<file path="config.mk">
export PLATFORM = sky130hd
export DESIGN_NAME = instruction_loader_flat
export DESIGN_NICKNAME = d
export VERILOG_FILES = /design/src/rtl/instruction_loader_if.sv /design/src/rtl/instruction_loader.sv /design/src/flat_wrapper.sv
export SDC_FILE = /design/constraint.sdc
export NUM_CORES = 1
export LEC_CHECK = 0
export ABC_CLOCK_PERIOD_IN_PS = 1850
export CAP_MARGIN = 20
export CORE_ASPECT_RATIO = 1.5
export CORE_UTILIZATION = 31
export DETAILED_ROUTE_END_ITERATION = 10
export PLACE_DENSITY = 0.68
export SYNTH_ARGS = -nofsm -noshare
export SYNTH_HDL_FRONTEND = slang
export SYNTH_SLANG_ARGS = --single-unit
</file>
<file path="constraint.sdc">
create_clock -name clk -period 1.85 [get_ports clk]
set_input_delay 0.4625 -clock clk [delete_from_list [all_inputs] [get_ports clk]]
set_output_delay 0.4625 -clock clk [all_outputs]
set_load 0.02 [all_outputs]
</file>
<file path="src/rtl/instruction_loader_if.sv">
// Instruction loader bus: receive byte stream, instruction memory write port and load status.
`timescale 1ns/1ps
interface instruction_loader_if #(
   parameter int unsigned PC_BITS          = 11,
   parameter int unsigned INSTRUCTION_BITS = 32,
   parameter int unsigned BYTE_BITS        = 8
);
   logic                        i_start;
   logic [BYTE_BITS-1:0]        i_rx_data;
   logic                        i_rx_valid;
   logic                        o_rx_ready;
   logic                        o_write_inst_mem;
   logic [PC_BITS-1:0]          o_inst_mem_addr;
   logic [INSTRUCTION_BITS-1:0] o_inst_mem_data;
   logic                        o_loading;
   logic                        o_done;
   logic                        o_overflow;
   logic [PC_BITS:0]            o_inst_count;

   // Loader side
   modport master (
      input  i_start, i_rx_data, i_rx_valid,
      output o_rx_ready, o_write_inst_mem, o_inst_mem_addr, o_inst_mem_data,
      output o_loading, o_done, o_overflow, o_inst_count
   );

   // Byte source / memory / pipeline control side
   modport slave (
      output i_start, i_rx_data, i_rx_valid,
      input  o_rx_ready, o_write_inst_mem, o_inst_mem_addr, o_inst_mem_data,
      input  o_loading, o_done, o_overflow, o_inst_count
   );
endinterface

</file>
<file path="src/rtl/instruction_loader.sv">
// Assembles received bytes (big-endian) into instructions and writes them to instruction memory
// until a HALT word is written or the address space is full.
`timescale 1ns/1ps
module instruction_loader #(
   parameter int unsigned                 PC_BITS          = 11,
   parameter int unsigned                 INSTRUCTION_BITS = 32,
   parameter int unsigned                 BYTE_BITS        = 8,
   parameter logic [INSTRUCTION_BITS-1:0] HALT_INSTRUCTION = 32'hFFFFFFFF
) (
   input logic clk,
   input logic rst,
   instruction_loader_if.master bus
);
   localparam int unsigned NBYTES = INSTRUCTION_BITS / BYTE_BITS;
   localparam int unsigned BCW    = (NBYTES > 1) ? $clog2(NBYTES) : 1;
   localparam int unsigned CW     = PC_BITS + 1;

   typedef enum logic [1:0] {
      IDLE    = 2'd0,
      RECEIVE = 2'd1,
      WRITE   = 2'd2,
      DONE    = 2'd3
   } state_t;

   state_t                      state, state_nxt;
   logic [PC_BITS-1:0]          addr, addr_nxt;
   logic [BCW-1:0]              byte_cnt, byte_cnt_nxt;
   logic [INSTRUCTION_BITS-1:0] word, word_nxt;
   logic [CW-1:0]               count, count_nxt;
   logic                        overflow, overflow_nxt;

   always_ff @(posedge clk or negedge rst) begin
      if (!rst) begin
         state    <= IDLE;
         addr     <= '0;
         byte_cnt <= '0;
         word     <= '0;
         count    <= '0;
         overflow <= 1'b0;
      end else begin
         state    <= state_nxt;
         addr     <= addr_nxt;
         byte_cnt <= byte_cnt_nxt;
         word     <= word_nxt;
         count    <= count_nxt;
         overflow <= overflow_nxt;
      end
   end

   always_comb begin
      state_nxt    = state;
      addr_nxt     = addr;
      byte_cnt_nxt = byte_cnt;
      word_nxt     = word;
      count_nxt    = count;
      overflow_nxt = overflow;

      case (state)
         IDLE, DONE: begin
            if (bus.i_start) begin
               state_nxt    = RECEIVE;
               addr_nxt     = '0;
               byte_cnt_nxt = '0;
               word_nxt     = '0;
               count_nxt    = '0;
               overflow_nxt = 1'b0;
            end
         end

         RECEIVE: begin
            if (bus.i_rx_valid) begin
               // First byte received ends up in the most significant position
               word_nxt = (word << BYTE_BITS) | INSTRUCTION_BITS'(bus.i_rx_data);
               if (byte_cnt == BCW'(NBYTES - 1)) begin
                  byte_cnt_nxt = '0;
                  state_nxt    = WRITE;
               end else begin
                  byte_cnt_nxt = byte_cnt + BCW'(1);
               end
            end
         end

         WRITE: begin
            count_nxt = count + CW'(1);
            if (word == HALT_INSTRUCTION) begin
               state_nxt    = DONE;
               overflow_nxt = 1'b0;
            end else if (addr == '1) begin
               state_nxt    = DONE;
               overflow_nxt = 1'b1;
            end else begin
               addr_nxt  = addr + PC_BITS'(1);
               state_nxt = RECEIVE;
            end
         end

         default: state_nxt = IDLE;
      endcase
   end

   // Decoded from the state register so the strobe drops with the asynchronous reset
   assign bus.o_rx_ready       = (state == RECEIVE);
   assign bus.o_write_inst_mem = (state == WRITE);
   assign bus.o_loading        = (state == RECEIVE) || (state == WRITE);
   assign bus.o_done           = (state == DONE);
   assign bus.o_inst_mem_addr  = addr;
   assign bus.o_inst_mem_data  = word;
   assign bus.o_overflow       = overflow;
   assign bus.o_inst_count     = count;
endmodule

</file>
<file path="src/flat_wrapper.sv">
// flat-port wrapper written by rule: the top's interface ports become plain ports
module instruction_loader_flat 
#(
   parameter int unsigned                 PC_BITS          = 11,
   parameter int unsigned                 INSTRUCTION_BITS = 32,
   parameter int unsigned                 BYTE_BITS        = 8,
   parameter logic [INSTRUCTION_BITS-1:0] HALT_INSTRUCTION = 32'hFFFFFFFF
)
  (clk, rst, bus_i_start, bus_i_rx_data, bus_i_rx_valid, bus_o_rx_ready, bus_o_write_inst_mem, bus_o_inst_mem_addr, bus_o_inst_mem_data, bus_o_loading, bus_o_done, bus_o_overflow, bus_o_inst_count);
  instruction_loader_if #(.PC_BITS(PC_BITS), .INSTRUCTION_BITS(INSTRUCTION_BITS), .BYTE_BITS(BYTE_BITS)) bus_i ();
  input logic clk;
  input logic rst;
  input wire logic [$bits(bus_i.i_start)-1:0] bus_i_start;
  input wire logic [$bits(bus_i.i_rx_data)-1:0] bus_i_rx_data;
  input wire logic [$bits(bus_i.i_rx_valid)-1:0] bus_i_rx_valid;
  output wire logic [$bits(bus_i.o_rx_ready)-1:0] bus_o_rx_ready;
  output wire logic [$bits(bus_i.o_write_inst_mem)-1:0] bus_o_write_inst_mem;
  output wire logic [$bits(bus_i.o_inst_mem_addr)-1:0] bus_o_inst_mem_addr;
  output wire logic [$bits(bus_i.o_inst_mem_data)-1:0] bus_o_inst_mem_data;
  output wire logic [$bits(bus_i.o_loading)-1:0] bus_o_loading;
  output wire logic [$bits(bus_i.o_done)-1:0] bus_o_done;
  output wire logic [$bits(bus_i.o_overflow)-1:0] bus_o_overflow;
  output wire logic [$bits(bus_i.o_inst_count)-1:0] bus_o_inst_count;
  assign bus_i.i_start = bus_i_start;
  assign bus_i.i_rx_data = bus_i_rx_data;
  assign bus_i.i_rx_valid = bus_i_rx_valid;
  assign bus_o_rx_ready = bus_i.o_rx_ready;
  assign bus_o_write_inst_mem = bus_i.o_write_inst_mem;
  assign bus_o_inst_mem_addr = bus_i.o_inst_mem_addr;
  assign bus_o_inst_mem_data = bus_i.o_inst_mem_data;
  assign bus_o_loading = bus_i.o_loading;
  assign bus_o_done = bus_i.o_done;
  assign bus_o_overflow = bus_i.o_overflow;
  assign bus_o_inst_count = bus_i.o_inst_count;
  instruction_loader #(.PC_BITS(PC_BITS), .INSTRUCTION_BITS(INSTRUCTION_BITS), .BYTE_BITS(BYTE_BITS), .HALT_INSTRUCTION(HALT_INSTRUCTION)) u_core (.clk(clk), .rst(rst), .bus(bus_i));
endmodule
</file>
; ---- After elaboration in Yosys (flattened, before gate mapping)
; Cells that the tools add are included.
; W data, S select, Z words.
[totals]
reg_bits = 60
output_inout_bits = 60
in_bits = 12
elab_cells = 55
[op_classes]
n_addsub = 3
n_bitwise = 1
n_eq_ne = 12
muxes = 23
n_reduce_logical = 10
[op_table]
columns = op, count
row1 = $mux W32, 2
row2 = $pmux W32 S2, 1
row3 = $mux W11, 3
row4 = $eq A32 B32 Y1 const B, 1
row5 = $or A32 B8 Y32, 1
row6 = $pmux W12 S2, 1
row7 = $pmux W11 S2, 1
row8 = $mux W2, 8
row9 = $add A12 B1 Y12 const B, 1
row10 = $mux W12, 1
row11 = $add A11 B1 Y11 const B, 1
row12 = $eq A11 B11 Y1 const B, 1
row13 = $reduce_and A3 Y1, 3
row14 = $ne A2 B2 Y1 const B, 4
row15 = $eq A2 B2 Y1 const B, 3
row16 = $pmux W2 S3, 1
row17 = $pmux W2 S2, 1
row18 = $reduce_and A4 Y1, 1
row19 = $reduce_bool A2 Y1, 2
row20 = $mux W1, 3
row21 = $ne A3 B1 Y1 const B, 1
row22 = $add A2 B1 Y2 const B, 1
row23 = $eq A2 B1 Y1 const B, 1
row24 = $logic_not A2 Y1, 1
row25 = other kinds (5), 5

; ---- Logic depth before layout (Yosys ltp)
[depth]
word_depth = 4
mapped_depth = 7
depth_no_buf = 7

; ---- Worst setup path after synthesis
; Ideal clock, no wire load.
[synth_timing]
kind = register -> register
startpoint = register u_core.state[0]
endpoint = register u_core.count[10], in the netlist u_core.bus.o_inst_count[10]
path_stages_with_launch = 8
synth_period_minus_slack_ps = 1779
slack_ps = 71
arrival_ps = 1640
required_time_ps = 1711
setup_ps = 139
path_buffers = 0
cell_sequence = dfrtp_1 inv_1 ha_1 mux2_4 and3_1 nand4_1 xor2_1 nor2_1
[synth_between]
elab_chain_cells = 4
elab_cells_between_ends = 8
classes_between = eq/ne: 3 / mux: 1 / reduce/logical: 4
[synth_rtl]
columns = item, line
row1 = from (decl), instruction_loader.sv:25  ; state_t state, state_nxt;
row2 = from (signal assigned), instruction_loader.sv:41  ; state <= state_nxt;
row3 = $eq A2 B2 Y1 or $logic_not A2 Y1 (tied branches), instruction_loader.sv:58  ; case (state)
row4 = $reduce_or A2 Y1, instruction_loader.sv:58
row5 = $ne A2 B2 Y1 (no line) or $reduce_bool A2 Y1 (tied branches), --
row6 = $reduce_and A2 Y1 (no line), --
row7 = to (signal assigned), instruction_loader.sv:45  ; count <= count_nxt;
row8 = to (decl), instruction_loader.sv:29  ; logic [CW-1:0] count, count_nxt;
; Several ways; a longest one is shown, not always the timed one.
; A chain may end at the register's enable or synchronous reset.

; ---- Worst setup path after layout
[layout_timing]
startpoint = register u_core.addr[10], in the netlist u_core.bus.o_inst_mem_addr[10]
endpoint = output bus_o_inst_mem_addr[10]
[layout_rtl]
columns = item, line
row1 = from (decl), instruction_loader.sv:26  ; logic [PC_BITS-1:0] addr, addr_nxt;
row2 = from (signal assigned), instruction_loader.sv:42  ; addr <= addr_nxt;
row3 = to (decl), flat_wrapper.sv:18  ; output wire logic [$bits(bus_i.o_inst_mem_addr)-1:0] bus_o_inst_mem_addr;
; No word-level cell between the ends.

==> flow_metrics.env <==
export IMPL_run_status="finished clean"
export IMPL_grt_max_degree=61
export IMPL_critical_path_cell_chain="clkdlybuf4s50_1"
export IMPL_peakVddDrop_mv=0.7997
export IMPL_hp_class="input pin to asynchronous set/reset pin"
export IMPL_syn_num_nets=268
export IMPL_cts_buffer_depth=2
export IMPL_cp_data_arrival_time_ns=1.36
export IMPL_firstDrtPassIters=4
export IMPL_swShare=0.3472
export IMPL_yosys_area_top_type="dfrtp_1"
export IMPL_cts_tree="done"
export IMPL_routabilityCongestion=0.7808
export IMPL_die_x_um=78.75
export IMPL_synth_cell_type_count=31
export IMPL_async_flop_share=1.000
export IMPL_grt_pass1_vias=2321
export IMPL_start_util=0.3216
export IMPL_drv_slew=0
export IMPL_cp_start_kind="flip-flop"
export IMPL_core_area_mm2=0.008516
export IMPL_drt_initial_drc_count=113
export IMPL_power_per_cell_area_mw_per_mm2=1389
export IMPL_required_ns=1.39
export IMPL_end_kind="output port"
export IMPL_place_ws_ns=-0.06919
export IMPL_finClkSkew_ns=0.006935
export IMPL_slew_headroom=0.7851
export IMPL_layout_setup_ws_ns=0.02376
export IMPL_worstPathMaxFanout=4
export IMPL_crit_slowest_cell="clkdlybuf4s50_1"
export IMPL_maxCapViolCount=0
export IMPL_period_needed_ns=1.826
export IMPL_wirelength_mm=6.903
export IMPL_timing_final_crit_share=0.9872
export IMPL_clkLatencyLatePin_ns=0.32
export IMPL_hpwl_mm=4.668
export IMPL_internal_power_mw=3.727
export IMPL_cp_top_family="buffers and inverters"
export IMPL_switchingPower_mw=1.983
export IMPL_num_nets_final=356
export IMPL_die_area_mm2=0.009223
export IMPL_syn_area_per_cell_um2=11.00
export IMPL_ios=72
export IMPL_root_buffer="clkbuf_16"
export IMPL_power_frac_comb=0.371
export IMPL_synth_seq_cells=60
export IMPL_hold_worst_slack_ns=0.1366
export IMPL_die_h_um=117.1
export IMPL_ant_nets=0
export IMPL_track_usage=0.1629
export IMPL_num_vias=2334
export IMPL_row_count=41
export IMPL_yosysSeqAreaShare=0.5482
export IMPL_cts_sinks=60
export IMPL_synth_warning_count=0
export IMPL_antennaDiodeCount=0
export IMPL_synth_main_ff_cell="dfrtp_1"
export IMPL_tightest_slew_ns=0.3223
export IMPL_clk_pin_slew_ns=0.05
export IMPL_wl_per_cell_um=15.37
export IMPL_p_clk_frac=0.312
export IMPL_synth_top_area_frac=0.5482
export IMPL_viasPerCell=5.198
export IMPL_max_stage_delay_ns=0.64
export IMPL_gr_total_overflow=0
export IMPL_finalHoldViolCount=0
export IMPL_postLayoutCoreUtil=0.4828
export IMPL_htreeDepth=3
export IMPL_synth_edf_count=0
export IMPL_port_buffer_count=71
export IMPL_pwr_share_seq=0.318
export IMPL_syn_inst=249
export IMPL_grt_pass1_wl_mm=11.40
export IMPL_synth_area_mm2=0.002739
export IMPL_synth_area_top_cells="dfrtp_1, a22o_1, nand2_1"
export IMPL_postCtsHoldBufs=0
export IMPL_syn_to_final_growth_pct=50.11
export IMPL_antenna_found_initial=0
export IMPL_drc_errors=0
export IMPL_crit_buf_inv=1
export IMPL_finalSetupViolations=0
export IMPL_fmax_mhz=547.6
export IMPL_critical_path_class="flip-flop to output port"
export IMPL_power_leakage_nw=2.306
export IMPL_cts_buffers_inserted=9
export IMPL_drive_gt1_frac=0.1433
-- registers in the layout, summed over array words and instances, names as in the netlist --
name / cells
u_core.bus.o_inst_mem_data: 32
u_core.bus.o_inst_count: 12
u_core.byte_cnt: 2
u_core.bus.o_overflow: 1
u_core.state: 2
u_core.bus.o_inst_mem_addr: 11
-- final timing paths --
kind / from / end / cells after the start / slack [ns]
max: u_core.bus.o_inst_mem_addr[10]$_DFFE_PN0P_ / bus_o_inst_mem_addr[10] / 1 / 0.02
min: rst / u_core.bus.o_inst_count[7]$_DFFE_PN0P_ / 2 / 0.14
max reg2reg: u_core.state[0]$_DFFE_PN0P_ / u_core.bus.o_inst_count[7]$_DFFE_PN0P_ / 8 / 0.07
min reg2reg: u_core.bus.o_overflow$_DFFE_PN0P_ / u_core.bus.o_overflow$_DFFE_PN0P_ / 1 / 0.51
max in group asynchronous: rst / u_core.bus.o_inst_mem_data[11]$_DFFE_PN0P_ / 2 / 1.44
min in group clk: u_core.bus.o_overflow$_DFFE_PN0P_ / u_core.bus.o_overflow$_DFFE_PN0P_ / 1 / 0.51
-- final cells by class --
| cell class | instances | area [um^2] |
|---|---|---|
| clock buffers | 12 | 246.5 |
| clock inverters | 4 | 72.57 |
| fillers | 790 | 4404 |
| inverters | 4 | 15.01 |
| multi-input cells | 172 | 1207 |
| flip-flops and latches | 60 | 1501 |
| well taps | 107 | 133.9 |
| repair buffers | 90 | 934.6 |
-- timing repair --
item	4_1_cts	5_1_grt
cloned	0	0
endpoints found under the setup margin	11	42
hold endpoints to repair	0	0
pin swaps	0	4
setup buffers	0	1
resized for setup	15	36
-- per-layer routing --
layer  global-route usage  vias to the layer above  share of wire  wire [um]
li1                     -                     1093              -          -
met1               0.1928                     1162           0.42       2933
met2               0.2754                       73           0.51       3496
met3              0.04496                        6          0.061        419
met4              0.07284                        0         0.0078         54
met5                    0                        -              0          0
-- power by group through the flow --
stage                     logic, mW  registers [mW]  clock network [mW]
after detailed placement       2.16            1.83                   0
after global placement         2.13            1.82                   0
after global routing           2.31            1.85                1.88
after CTS                      2.14            1.81                1.82
final                          2.12            1.81                1.78
after floorplan               0.874            2.04                   0
-- layout by cell type, fill, tap and decap left out, types with 2 or more instances in the layout --
| master | instances |
|---|---|
| bufinv_16 | 2 |
| nand2_1 | 29 |
| a22o_1 | 34 |
| dlygate4sd2_1 | 7 |
| dfrtp_1 | 60 |
| and3_1 | 8 |
| nor2_1 | 14 |
| a31oi_1 | 2 |
| clkbuf_16 | 9 |
| clkbuf_1 | 2 |
| nand4_1 | 17 |
| nand3_1 | 5 |
| nor4_1 | 2 |
| buf_2 | 2 |
| a21oi_1 | 4 |
| inv_1 | 3 |
| nand2b_1 | 10 |
| xor2_1 | 6 |
| or3_1 | 2 |
| buf_12 | 3 |
| a41oi_1 | 2 |
| a21oi_2 | 2 |
| o21ai_0 | 5 |
| and3_4 | 2 |
| mux2i_1 | 8 |
| ha_1 | 6 |
| clkdlybuf4s50_1 | 35 |
| buf_4 | 15 |
| dlymetal6s2s_1 | 25 |
-- synth_stat cells (2+ instances only) --
cell	number
inv_1	4
a41oi_1	2
nor4_1	2
nand4_1	17
a21oi_1	6
o21ai_0	5
nand2b_1	10
a22o_1	34
nor2_1	15
ha_1	7
clkbuf_1	10
nand3_1	5
dfrtp_1	60
buf_2	3
nand2_1	29
mux2i_1	8
and3_1	10
or3_1	3
xor2_1	6
a31oi_1	2
-- through the flow --
step           power [mW]  instance area [um^2]  setup TNS, ns  instances
2_1_floorplan       2.911                  2739              0        249
3_3_place_gp        3.947                  3699       -0.02526        432
3_5_place_dp        3.991                  3699        -0.2324        432
4_1_cts             5.770                  4015              0        448
5_1_grt             6.047                  4111       -0.01226        449
6_report            5.710                  4111              0        449
-- kinds of logic (layout without fill, tap and decap cells) --
logic type	count (synthesis)	count (layout)	share of synthesized area
mux	9	9	0.03472
simple gates	95	95	0.1827
fa+ha+maj	7	7	0.03198
flops	60	60	0.5482
buf+inv	17	110	0.02467
compound gates	54	54	0.1553
xor+xnor	7	7	0.02239
Note: power is estimated with default switching activity, not from simulation.
